`src/rtl/control_path_gen.sv`:
```
// ---------------------------------------------------------------------------
// control_path_gen
//   Moore control FSM for the s/y timer datapath. It sequences four regimes:
//   OFF, ELIST (a countdown list of s values with a per-point dwell), CNT
//   (free counting of s with y carry), and UPDATE (a fixed three-step y/s
//   update). All outputs are registered together with the state, so every
//   strobe is exactly one cycle long and is cleared again the next cycle.
//
// Ports
//   clk            rising-edge clock
//   rst            asynchronous, active-low reset
//   on   [1:0]     regime request, looked at in OFF (and ELIST_WAIT for abort)
//   start          ELIST launch / CNT run enable
//   hold           pauses the ELIST dwell timer and CNT counting
//   y_inc          datapath flag: s+CNT_STEP wraps, y has to advance
//   regime [1:0]   0 OFF, 1 ELIST, 2 CNT, 3 UPDATE
//   active         high while the ELIST countdown runs
//   done           one-cycle pulse at the end of ELIST or UPDATE
//   elist_idx      number of ELIST points completed (saturating)
//   y_select_next  y next-value mux select (0 hold, 1 y+1, 2 alt)
//   s_step         operand for the s strobe
//   y_en/y_store_x y write enable; y<=x when y_store_x
//   s_en/s_add/s_zero  s strobe: zero loads s_step, add adds, else subtracts
// ---------------------------------------------------------------------------
module control_path_gen #(
    parameter int SW          = 4,
    parameter int ELIST_START = 6,
    parameter int ELIST_STEP  = 2,
    parameter int DWELL       = 4,
    parameter int CNT_STEP    = 1,
    parameter int IW          = 3
) (
    input  logic          clk,
    input  logic          rst,
    input  logic [1:0]    on,
    input  logic          start,
    input  logic          hold,
    input  logic          y_inc,
    output logic [1:0]    regime,
    output logic          active,
    output logic          done,
    output logic [IW-1:0] elist_idx,
    output logic [1:0]    y_select_next,
    output logic [SW-1:0] s_step,
    output logic          y_en,
    output logic          y_store_x,
    output logic          s_en,
    output logic          s_add,
    output logic          s_zero
);

    localparam int TW = (DWELL > 1) ? $clog2(DWELL) : 1;

    localparam logic [SW-1:0] C_START = SW'(ELIST_START);
    localparam logic [SW-1:0] C_STEP  = SW'(ELIST_STEP);
    localparam logic [SW-1:0] C_CNT   = SW'(CNT_STEP);
    localparam logic [SW-1:0] C_ONE   = SW'(1);
    localparam logic [TW-1:0] C_TMAX  = TW'(DWELL - 1);

    typedef enum logic [2:0] {
        S_OFF    = 3'd0,
        S_EWAIT  = 3'd1,
        S_ERUN   = 3'd2,
        S_EDONE  = 3'd3,
        S_CNT    = 3'd4,
        S_UPLOAD = 3'd5,
        S_UPSEL  = 3'd6,
        S_UPDEC  = 3'd7
    } state_t;

    // Next countdown value: step down, but never below zero.
    function automatic logic [SW-1:0] clamp_sub(input logic [SW-1:0] v);
        return (v < C_STEP) ? '0 : (v - C_STEP);
    endfunction

    // Point counter stops at all-ones instead of wrapping.
    function automatic logic [IW-1:0] sat_inc(input logic [IW-1:0] x);
        return (&x) ? x : (x + 1'b1);
    endfunction

    state_t        r_state;
    logic [SW-1:0] r_v;
    logic [TW-1:0] r_timer;
    logic [IW-1:0] r_idx;
    logic [1:0]    r_regime;
    logic          r_active;
    logic          r_done;
    logic [1:0]    r_ysel;
    logic [SW-1:0] r_s_step;
    logic          r_y_en;
    logic          r_y_store_x;
    logic          r_s_en;
    logic          r_s_add;
    logic          r_s_zero;

    state_t        w_state_nxt;
    logic [SW-1:0] w_v_nxt;
    logic [SW-1:0] w_v_dec;
    logic [TW-1:0] w_timer_nxt;
    logic [IW-1:0] w_idx_nxt;
    logic [1:0]    w_regime_nxt;
    logic          w_active_nxt;
    logic          w_done_nxt;
    logic [1:0]    w_ysel_nxt;
    logic [SW-1:0] w_s_step_nxt;
    logic          w_y_en_nxt;
    logic          w_y_store_x_nxt;
    logic          w_s_en_nxt;
    logic          w_s_add_nxt;
    logic          w_s_zero_nxt;

    always_comb begin
        w_state_nxt     = r_state;
        w_v_nxt         = r_v;
        w_v_dec         = clamp_sub(r_v);
        w_timer_nxt     = r_timer;
        w_idx_nxt       = r_idx;
        w_regime_nxt    = 2'd0;
        w_active_nxt    = 1'b0;
        w_done_nxt      = 1'b0;
        w_ysel_nxt      = 2'd0;
        w_s_step_nxt    = '0;
        w_y_en_nxt      = 1'b0;
        w_y_store_x_nxt = 1'b0;
        w_s_en_nxt      = 1'b0;
        w_s_add_nxt     = 1'b0;
        w_s_zero_nxt    = 1'b0;

        // Strobes are computed on the transition so they appear in the
        // same cycle as the state they belong to.
        unique case (r_state)
            S_OFF: begin
                unique case (on)
                    2'd0: w_state_nxt = S_OFF;
                    2'd1: w_state_nxt = S_EWAIT;
                    2'd2: w_state_nxt = S_CNT;
                    default: begin
                        w_state_nxt     = S_UPLOAD;
                        w_y_en_nxt      = 1'b1;
                        w_y_store_x_nxt = 1'b1;
                    end
                endcase
            end
            S_EWAIT: begin
                if (start) begin
                    w_state_nxt  = S_ERUN;
                    w_v_nxt      = C_START;
                    w_timer_nxt  = C_TMAX;
                    w_idx_nxt    = '0;
                    w_s_en_nxt   = 1'b1;
                    w_s_zero_nxt = 1'b1;
                    w_s_step_nxt = C_START;
                end else if (on == 2'd0) begin
                    w_state_nxt = S_OFF;
                end
            end
            S_ERUN: begin
                if (!hold) begin
                    if (r_timer != '0) begin
                        w_timer_nxt = r_timer - 1'b1;
                    end else if (r_v == '0) begin
                        w_state_nxt = S_EDONE;
                        w_done_nxt  = 1'b1;
                    end else begin
                        // Step operand is the actual drop, so the last
                        // point clamps cleanly to zero.
                        w_v_nxt      = w_v_dec;
                        w_s_en_nxt   = 1'b1;
                        w_s_step_nxt = r_v - w_v_dec;
                        w_idx_nxt    = sat_inc(r_idx);
                        w_timer_nxt  = C_TMAX;
                    end
                end
            end
            S_EDONE: begin
                w_state_nxt = S_OFF;
            end
            S_CNT: begin
                // Dropping start leaves immediately, even while held.
                if (!start) begin
                    w_state_nxt = S_OFF;
                end else if (!hold) begin
                    w_s_en_nxt   = 1'b1;
                    w_s_add_nxt  = 1'b1;
                    w_s_step_nxt = C_CNT;
                    if (y_inc) begin
                        w_y_en_nxt = 1'b1;
                        w_ysel_nxt = 2'd1;
                    end
                end
            end
            S_UPLOAD: begin
                w_state_nxt = S_UPSEL;
                w_y_en_nxt  = 1'b1;
                w_ysel_nxt  = 2'd2;
            end
            S_UPSEL: begin
                w_state_nxt  = S_UPDEC;
                w_s_en_nxt   = 1'b1;
                w_s_step_nxt = C_ONE;
                w_done_nxt   = 1'b1;
            end
            S_UPDEC: begin
                w_state_nxt = S_OFF;
            end
            default: begin
                w_state_nxt = S_OFF;
            end
        endcase

        unique case (w_state_nxt)
            S_EWAIT, S_EDONE:           w_regime_nxt = 2'd1;
            S_ERUN: begin
                w_regime_nxt = 2'd1;
                w_active_nxt = 1'b1;
            end
            S_CNT:                      w_regime_nxt = 2'd2;
            S_UPLOAD, S_UPSEL, S_UPDEC: w_regime_nxt = 2'd3;
            default:                    w_regime_nxt = 2'd0;
        endcase
    end

    always_ff @(posedge clk or negedge rst) begin
        if (!rst) begin
            r_state     <= S_OFF;
            r_v         <= '0;
            r_timer     <= '0;
            r_idx       <= '0;
            r_regime    <= 2'd0;
            r_active    <= 1'b0;
            r_done      <= 1'b0;
            r_ysel      <= 2'd0;
            r_s_step    <= '0;
            r_y_en      <= 1'b0;
            r_y_store_x <= 1'b0;
            r_s_en      <= 1'b0;
            r_s_add     <= 1'b0;
            r_s_zero    <= 1'b0;
        end else begin
            r_state     <= w_state_nxt;
            r_v         <= w_v_nxt;
            r_timer     <= w_timer_nxt;
            r_idx       <= w_idx_nxt;
            r_regime    <= w_regime_nxt;
            r_active    <= w_active_nxt;
            r_done      <= w_done_nxt;
            r_ysel      <= w_ysel_nxt;
            r_s_step    <= w_s_step_nxt;
            r_y_en      <= w_y_en_nxt;
            r_y_store_x <= w_y_store_x_nxt;
            r_s_en      <= w_s_en_nxt;
            r_s_add     <= w_s_add_nxt;
            r_s_zero    <= w_s_zero_nxt;
        end
    end

    assign regime        = r_regime;
    assign active        = r_active;
    assign done          = r_done;
    assign elist_idx     = r_idx;
    assign y_select_next = r_ysel;
    assign s_step        = r_s_step;
    assign y_en          = r_y_en;
    assign y_store_x     = r_y_store_x;
    assign s_en          = r_s_en;
    assign s_add         = r_s_add;
    assign s_zero        = r_s_zero;

endmodule

```
`config.mk`:
```
export PLATFORM = sky130hd
export DESIGN_NAME = control_path_gen
export DESIGN_NICKNAME = d
export VERILOG_FILES = /design/src/rtl/control_path_gen.sv
export SDC_FILE = /design/constraint.sdc
export NUM_CORES = 1
export LEC_CHECK = 0
export BUFFER_PORTS_ARGS = -buffer_cell sky130_fd_sc_hd__clkbuf_2
export CAP_MARGIN = 30
export CORE_MARGIN = 5
export CORE_UTILIZATION = 51
export CTS_BUF_LIST = sky130_fd_sc_hd__clkbuf_8
export CTS_CLUSTER_SIZE = 20
export DETAILED_ROUTE_END_ITERATION = 16
export PLACE_DENSITY = 0.85
export SYNTH_ARGS = -nofsm -noshare
export SYNTH_HDL_FRONTEND = slang
export SYNTH_SLANG_ARGS = --single-unit
```
`constraint.sdc`:
```
create_clock -name clk -period 1.7 [get_ports clk]
set_clock_uncertainty 0.05 [all_clocks]
set_input_delay 0.17 -clock clk [delete_from_list [all_inputs] [get_ports clk]]
set_output_delay 0.17 -clock clk [all_outputs]
set_load 0.02 [all_outputs]
```
Yosys cells after proc, flatten, opt, wreduce, memory -nomap -nowiden
Index checks and enable logic that the tools add are counted.
- flip-flop bits (word level): 27
- input port bits: 7
- output and inout port bits: 18
- logic and storage cells: 111
- add/subtract/negate cells: 4
- magnitude comparators: 1
- eq/ne operators: 22
- muxes and demuxes: 57
- reduce and logical (&&, ||, !) cells: 13
- operators with widths (operator ; count):
    3-bit two-way mux ; 12
    4-bit two-way mux ; 8
    3-bit == test (second input constant) ; 8
    1-bit two-way mux ; 22
    3-bit case mux with 7 select lines ; 1
    4-bit case mux with 4 select lines ; 1
    3-bit by 2-bit == test with 1-bit output (second input constant) ; 4
    2-bit != test (second input constant) ; 5
    3-bit case mux with 3 select lines ; 1
    3-bit OR reduction ; 3
    2-bit two-way mux ; 4
    2-bit case mux with 2 select lines ; 2
    4-bit case mux with 2 select lines ; 1
    3-bit by 1-bit == test with 1-bit output (second input constant) ; 2
    2-bit case mux with 3 select lines ; 1
    3-bit case mux with 2 select lines ; 1
    6-bit AND reduction ; 1
    5-bit AND reduction ; 1
    4-bit zero test ; 1
    4-bit by 2-bit less-than comparator with 1-bit output (second input constant) ; 1
    1-bit case mux with 4 select lines ; 1
    4-bit AND reduction ; 1
    2-bit nonzero test ; 2
    4-bit by 2-bit subtractor with 4-bit output (second input constant) ; 1
    12 further kinds ; 12

Longest topological paths before layout
Gate-level depths: netlist of the first run.
- depth after elaboration: 8
- gate-level depth with buffers: 6
- gate-level depth less buffers: 6

Worst setup path after synthesis of the first run
Ideal clock, no wire load.
- path kind: reg-to-reg
- from: register r_state[2]
- to: register r_idx[0] (netlist: elist_idx[0])
- library setup time: 125 ps
- arrival time: 1515 ps
- data required time: 1525 ps
- slack: 10 ps
- cell stages (with the launch flop): 5
- path buffers: 0
- period minus slack after synthesis: 1690 ps
- cell sequence: dfrtp_1 -> or4b_4 -> nor3_4 -> o21ai_2 -> mux2_4
- word-level cells in the longest chain between the ends: 3
- elaborated cells on any way between the ends: 10
- classes of those cells: 7 x eq/ne; 1 x mux; 2 x reduce/logical
- RTL lines (what ; line ; source):
    start: declaration ; 81 ; state_t r_state;
    start signal: assignment ; 240 ; r_state <= w_state_nxt;
    3-bit by 2-bit == test with 1-bit output or 3-bit by 1-bit == test with 1-bit output (tied branches) ; 131 ; unique case (r_state)
    2-bit != test (no line) or 2-bit nonzero test (tied branches) ; -- ;
    6-bit AND reduction (no line) ; -- ;
    end signal: assignment ; 243 ; r_idx <= w_idx_nxt;
    end: declaration ; 84 ; logic [IW-1:0] r_idx;
Several ways; a longest one is shown, not always the timed one.
A chain may end at the register's enable or synchronous reset.

Worst setup path after layout of the first run
- from: register r_state[2]
- to: register r_v[2]
- word-level cells in the longest chain between the ends: 3
- elaborated cells on any way between the ends: 9
- classes of those cells: 6 x eq/ne; 1 x mux; 2 x reduce/logical
- RTL lines (what ; line ; source):
    3-bit by 2-bit == test with 1-bit output or 3-bit by 1-bit == test with 1-bit output (tied branches) ; 131 ;
    2-bit != test (no line) or 2-bit nonzero test (tied branches) ; -- ;
    5-bit AND reduction (no line) ; -- ;
    end signal: assignment ; 241 ; r_v <= w_v_nxt;
    end: declaration ; 82 ; logic [SW-1:0] r_v;
Several ways; a longest one is shown, not always the timed one.

==> results of run 1 <==
-- final timing paths --
path,from,end,cells after the start
setup / recovery,r_state[2]$_DFF_PN0_,r_v[2]$_DFFE_PN0P_,4
hold / removal,y_inc,y_select_next[0]$_DFF_PN0_,2
setup reg to reg,r_state[2]$_DFF_PN0_,r_v[2]$_DFFE_PN0P_,4
hold reg to reg,r_timer[0]$_DFFE_PN0P_,r_timer[0]$_DFFE_PN0P_,1
max in group asynchronous,rst,r_state[1]$_DFF_PN0_,2
min in group asynchronous,rst,s_step[3]$_DFF_PN0_,2
-- synth_stat cells (all sizes together), types with 2 or more instances --
cell type,n
dfrtp,27
o21ai,11
nand2,9
inv,8
nor3,8
nor2b,6
a21oi,5
ha,5
nor2,5
a31oi,2
and2,2
and3,2
buf,2
clkbuf,2
conb,2
mux2,2
mux2i,2
nor3b,2
o21bai,2
or3,2
or3b,2
-- sequential cells by signal (all words and copies together) (netlist names), 2 cells and up --
signal,cells
elist_idx,3
y_select_next,2
regime,2
s_step,4
r_state,3
r_v,4
r_timer,2
-- where the power goes --
group / total, mW / switching (mW) / leakage, nW / internal (mW)
clock network: 0.352 / 0.190 / 0.0269 / 0.162
registers: 0.990 / 0.143 / 0.343 / 0.847
logic: 1.34 / 0.754 / 0.500 / 0.584
total: 2.68 / 1.09 / 0.870 / 1.59
-- cells by family (layout without fill, tap and decap cells) --
kind of cell	count (synthesis)	count (layout)
simple gates	45	45
compound gates	27	27
flops	27	27
buf+inv	12	52
fa+ha+maj	5	5
mux	4	4
other cells	2	2
-- timing repair --
action / in CTS / in global routing
setup buffers: 0 / 6
endpoints found under the hold margin: 27 / 0
hold buffers: 1 / 0
gates resized for setup: 2 / 12
endpoints found under the setup margin: 6 / 12
pin swaps: 0 / 4
-- worst max-delay path, delay by kind of cell, from the launching register on --
kind | cells | cell delay, ps
and+or+nand+nor | 3 | 910
DFF | 1 | 400
muxes | 1 | 300
-- routing by layer --
| layer | wire length [um] | track usage (%) | part of all wire (%) |
|---|---|---|---|
| met2 | 1560 | 29.3 | 54 |
| met5 | 0 | 0 | 0 |
| met1 | 1190 | 19.7 | 41 |
| met4 | 48 | 5.70 | 1.7 |
| met3 | 105 | 2.59 | 3.6 |
-- metrics by stage --
stage | setup WS (ps) | util (%) | std cells
3_5_place_dp | -40.6 | 61.0 | 181
2_1_floorplan | 9.77 | - | 122
4_1_cts | -43.6 | 63.5 | 186
5_1_grt | -134 | 67.5 | 192
6_report | -75.6 | 67.5 | 192
3_3_place_gp | 12.1 | 61.0 | 181
-- layout make-up --
cell class	count	area (um2)	area share [%]
Multi-Input combinational cell	83	622	37.5
Timing Repair Buffer	40	246	14.9
Sequential cell	27	677	40.8
Tap cell	30	37.5	2.26
Clock inverter	1	3.75	0.226
Clock buffer	3	41.3	2.49
Inverter	8	30.0	1.81
==> metrics.csv, run 1 <==
metric,value,unit
yosysUniqueCellTypes,40,
hold_path.class,in -> reg,
synthCells,122,
synth-xor-area-share,0,%
wl_per_cell,15.1,um
die_h,60.3,um
antenna_found_initial,0,
hpwl,2.01,mm
path_class,reg -> reg,
finalHoldViolCount,0,
syn-num-nets,134,
hold_ws,71.1,ps
die_x,60.3,um
fmax,563,MHz
first_global_vias,997,
reg2reg_slack,-80,ps
p_per_area,1620,mW/mm2
synth_adder_area_share,4.85,%
overflow,0,
synth_top_family_by_area,simple AND/OR/NAND/NOR gates,
drive_above_1_share,35.8,%
stdcell_area,0.00166,mm2
synthMuxAreaShare,3.59,%
grt_first_pass_wirelength,4.44,mm
end_kind,register,
startpoint_type,register,
crit_path_top_delay_cell,or4b_4,
violations,setup timing,
wl,2.90,mm
final_common_cell,dfrtp_1,
worst_slew_pin_slew,647,ps
vias,1073,
port_buffers,24,
synth_flop_cell,dfrtp_1,
insertion_delay,270,ps
crit_path_cell_trace,"or4b_4, nor3_4, nor2_2, mux2_4",
synth.largest_area_cell,dfrtp_1,
cts_max_level,1,
total_power,2.68,mW
crit_arrival,1890,ps
synth.yosys.seq_area_share,52.4,%
max_cap_violations,0,
netlist.area_leader.share,52.4,%
cts.path.max_buffers,2,
yosysWarnings,0,
fill_cells,169,
p_leak,0.870,nW
vias_per_cell,5.59,
final_cell_mix,"dfrtp_1 (26), clkbuf_2 (24), buf_4 (14)",
rows,18,
synth_seq_cells,27,
clock-sinks,27,
core-area,0.00245,mm2
synth-simple-area-share,21.5,%
fin_crit,1780,ps
rsz0062_at_grt,true,
critical_path.max_stage_delay,550,ps
num_antenna_cells,0,
ant_nets,0,
run_status,"finished, violations left",
synthTopCellsByArea,"dfrtp_1 (52%), ha_1 (4.9%), o21ai_0 (3.5%), nor2b_1 (2.9%), nor3_1 (2.7%)",
area_delta_synth_final,28.6,%
cts.clk_slew.worst_paths,90,ps
drc,0,
dr.pass1.iters,4,
min_period_over_period,104,%
cp.required,1810,ps
gp_congestion,0.835,
drv_slew,0,
fp.dieArea,0.00363,mm2
crit_fanout,4,
synthArstFlopShare,100,%
setup_viol,4,
pin_count,25,
setup_ws,-75.6,ps
synthesis.area,0.00129,mm2
grt_max_degree,28,
placed_area,0.00150,mm2
fin_setup_tns,-204,ps
cts_tree,done,
fin_nets,175,
clock-root-buffer,clkbuf_8,
synth_compound_gate_area_share,13.4,%
grt_usage,16.4,%
synth_edf_count,0,
cts_buffers,3,
start_util,52.5,%
synth.avg_cell_area,10.6,um2
dr.first_iter.drc_count,50,
timing.slew.headroom,56.9,%
vdd_drop_max,1.08,mV
(Power assumes the default switching activity.)
==> inputs of run 2 (changes only) <==
--- a/config.mk
+++ b/config.mk
@@ -12,7 +12,7 @@
 export CTS_BUF_LIST = sky130_fd_sc_hd__clkbuf_8
 export CTS_CLUSTER_SIZE = 20
 export DETAILED_ROUTE_END_ITERATION = 16
-export PLACE_DENSITY = 0.85
+export PLACE_DENSITY = 0.77
 export SYNTH_ARGS = -nofsm -noshare
 export SYNTH_HDL_FRONTEND = slang
 export SYNTH_SLANG_ARGS = --single-unit
==> run 2 against run 1 <==
The flow still finishes with violations (setup timing). Flip-flop and latch count unchanged. Power shrank 0.79%. Hold slack improved by 1.9 ps. Sequential share of layout area shrank 0.12 points. Clock power shrank 1%. Non-clock buffer count down 2. Count of clock-buffer cells in the layout did not move. Design area increased by 0.30%. Critical path type unchanged. Largest power group unchanged.
==> metrics.csv, run 2 (same netlist as run 1, synthesis figures left out) <==
metric,value,unit
run_status,"finished, violations left",
violations,setup timing,
drive_above_1_share,36.3,%
setup_viol,2,
cts_max_level,1,
finalHoldViolCount,0,
crit_arrival,1820,ps
dp.cells,181,
seqCellArea,677,um2
clock-root-buffer,clkbuf_8,
multi_input_area,638,um2
max_cap_violations,0,
p_per_area,1600,mW/mm2
hold_ws,73.0,ps
port_buffers,24,
vias_per_cell,5.45,
final_common_cell,dfrtp_1,
end_kind,register,
rsz0062_at_grt,true,
ant_nets,0,
wl,2.78,mm
hold_path.class,in -> reg,
cp-startpoint,r_state[2]$_DFF_PN0_,
dr.pass1.iters,4,
final_cell_mix,"dfrtp_1 (26), clkbuf_2 (24), buf_4 (11)",
fin_crit,1710,ps
grt_usage,16.8,%
die_h,60.3,um
crit_family,simple AND/OR/NAND/NOR gates,
fill_cells,173,
cts.path.max_buffers,2,
gp_congestion,0.820,
startpoint_type,register,
r2r-start,r_state[2]$_DFF_PN0_,
first_global_vias,992,
wl_per_cell,14.6,um
die_x,60.3,um
final_core_util,67.7,%
final_cells,190,
crit_path_top_delay_cell,or4b_4,
timing.slew.headroom,57.0,%
fp.dieArea,0.00363,mm2
critical_path.max_stage_delay,540,ps
pin_count,25,
overflow,0,
drv_slew,0,
min_from,y_inc,
vdd_drop_max,1.06,mV
grt_max_degree,28,
critPathBufInv,0,
vias,1035,
hpwl,1.93,mm
path_class,reg -> reg,
clock-sinks,27,
rows,18,
fmax,585,MHz
fin_nets,173,
drc,0,
num_antenna_cells,0,
crit_path_cell_trace,"or4b_4, nor3_4, nor2_2, mux2_4",
min_period_over_period,101,%
grt_first_pass_wirelength,4.41,mm
insertion_delay,270,ps
cts.clk_slew.worst_paths,90,ps
cts_buffers,3,
p_leak,0.858,nW
worst_slew_pin_slew,645,ps
cp.required,1810,ps
cts_tree,done,
area_delta_synth_final,29.0,%
setup_ws,-10.1,ps
core-area,0.00245,mm2
dr.first_iter.drc_count,31,
antenna_found_initial,0,
crit_fanout,4,
start_util,52.5,%
## run 2: cell types whose count changed in the layout (fill, tap and decap cells not counted)
cell       before  now
buf_4          14   11
a2bb2oi_4       0    1
o21ai_0         8    9
ha_1            5    3
a2bb2oi_2       1    0
ha_2            0    2
buf_6           1    2
o21ai_1         2    1
## run 2: report_power, final
part | switching, mW | leakage, nW | total, mW | internal, mW
registers | 0.135 | 0.343 | 0.982 | 0.847
clock network | 0.185 | 0.0269 | 0.347 | 0.162
logic | 0.757 | 0.488 | 1.33 | 0.573
total | 1.08 | 0.858 | 2.66 | 1.58
## run 2: through the flow
stage | power [mW] | area, um2 | worst slack [ps] | TNS (ps)
2_1_floorplan | 1.76 | 1290 | 9.77 | 0
3_3_place_gp | 2.07 | 1500 | 23.2 | 0
3_5_place_dp | 2.12 | 1500 | -54.0 | -144
4_1_cts | 2.54 | 1600 | -44.1 | -69.5
5_1_grt | 2.85 | 1660 | -63.7 | -184
6_report | 2.66 | 1660 | -10.1 | -11.7
## run 2: layer usage
| metal | vias up | share of wire, % | global-route usage, % |
|---|---|---|---|
| met5 | - | 0 | 0 |
| met4 | 0 | 2.9 | 8.86 |
| li1 | 502 | - | - |
| met1 | 501 | 43 | 20.8 |
| met3 | 8 | 4.8 | 3.67 |
| met2 | 24 | 50 | 27.3 |
## run 2: final timing paths
path | to | slack [ps] | depth (start not counted)
worst max-delay path | r_v[2]$_DFFE_PN0P_ | -10 | 4
worst min-delay path | y_select_next[0]$_DFF_PN0_ | 70 | 2
worst max register to register | r_v[2]$_DFFE_PN0P_ | -10 | 4
worst min register to register | r_timer[0]$_DFFE_PN0P_ | 460 | 1
max in group asynchronous | r_v[2]$_DFFE_PN0P_ | 750 | 2
min in group asynchronous | s_zero$_DFF_PN0_ | 400 | 2
## run 2: final cells by class
| class | count | area share (%) |
|---|---|---|
| sequential | 27 | 40.7 |
| multi-input combinational | 83 | 38.4 |
| timing repair buffer | 38 | 14.1 |
| clock buffer | 3 | 2.48 |
| tap | 30 | 2.26 |
| inverter | 8 | 1.81 |
| clock inverter | 1 | 0.226 |
## run 2: worst register-to-register path: stages (launching register included)
cell	delay, ps
dfrtp_1	380
or4b_4	540
nor3_4	220
nor2_2	100
mux2_4	310
## run 2: timing repair
action,in CTS,in global routing
setup buffers,3,1
hold buffers,1,0
resized for setup,6,11
pin swaps,3,4
endpoints found under the hold margin,27,0
endpoints found under the setup margin,6,11
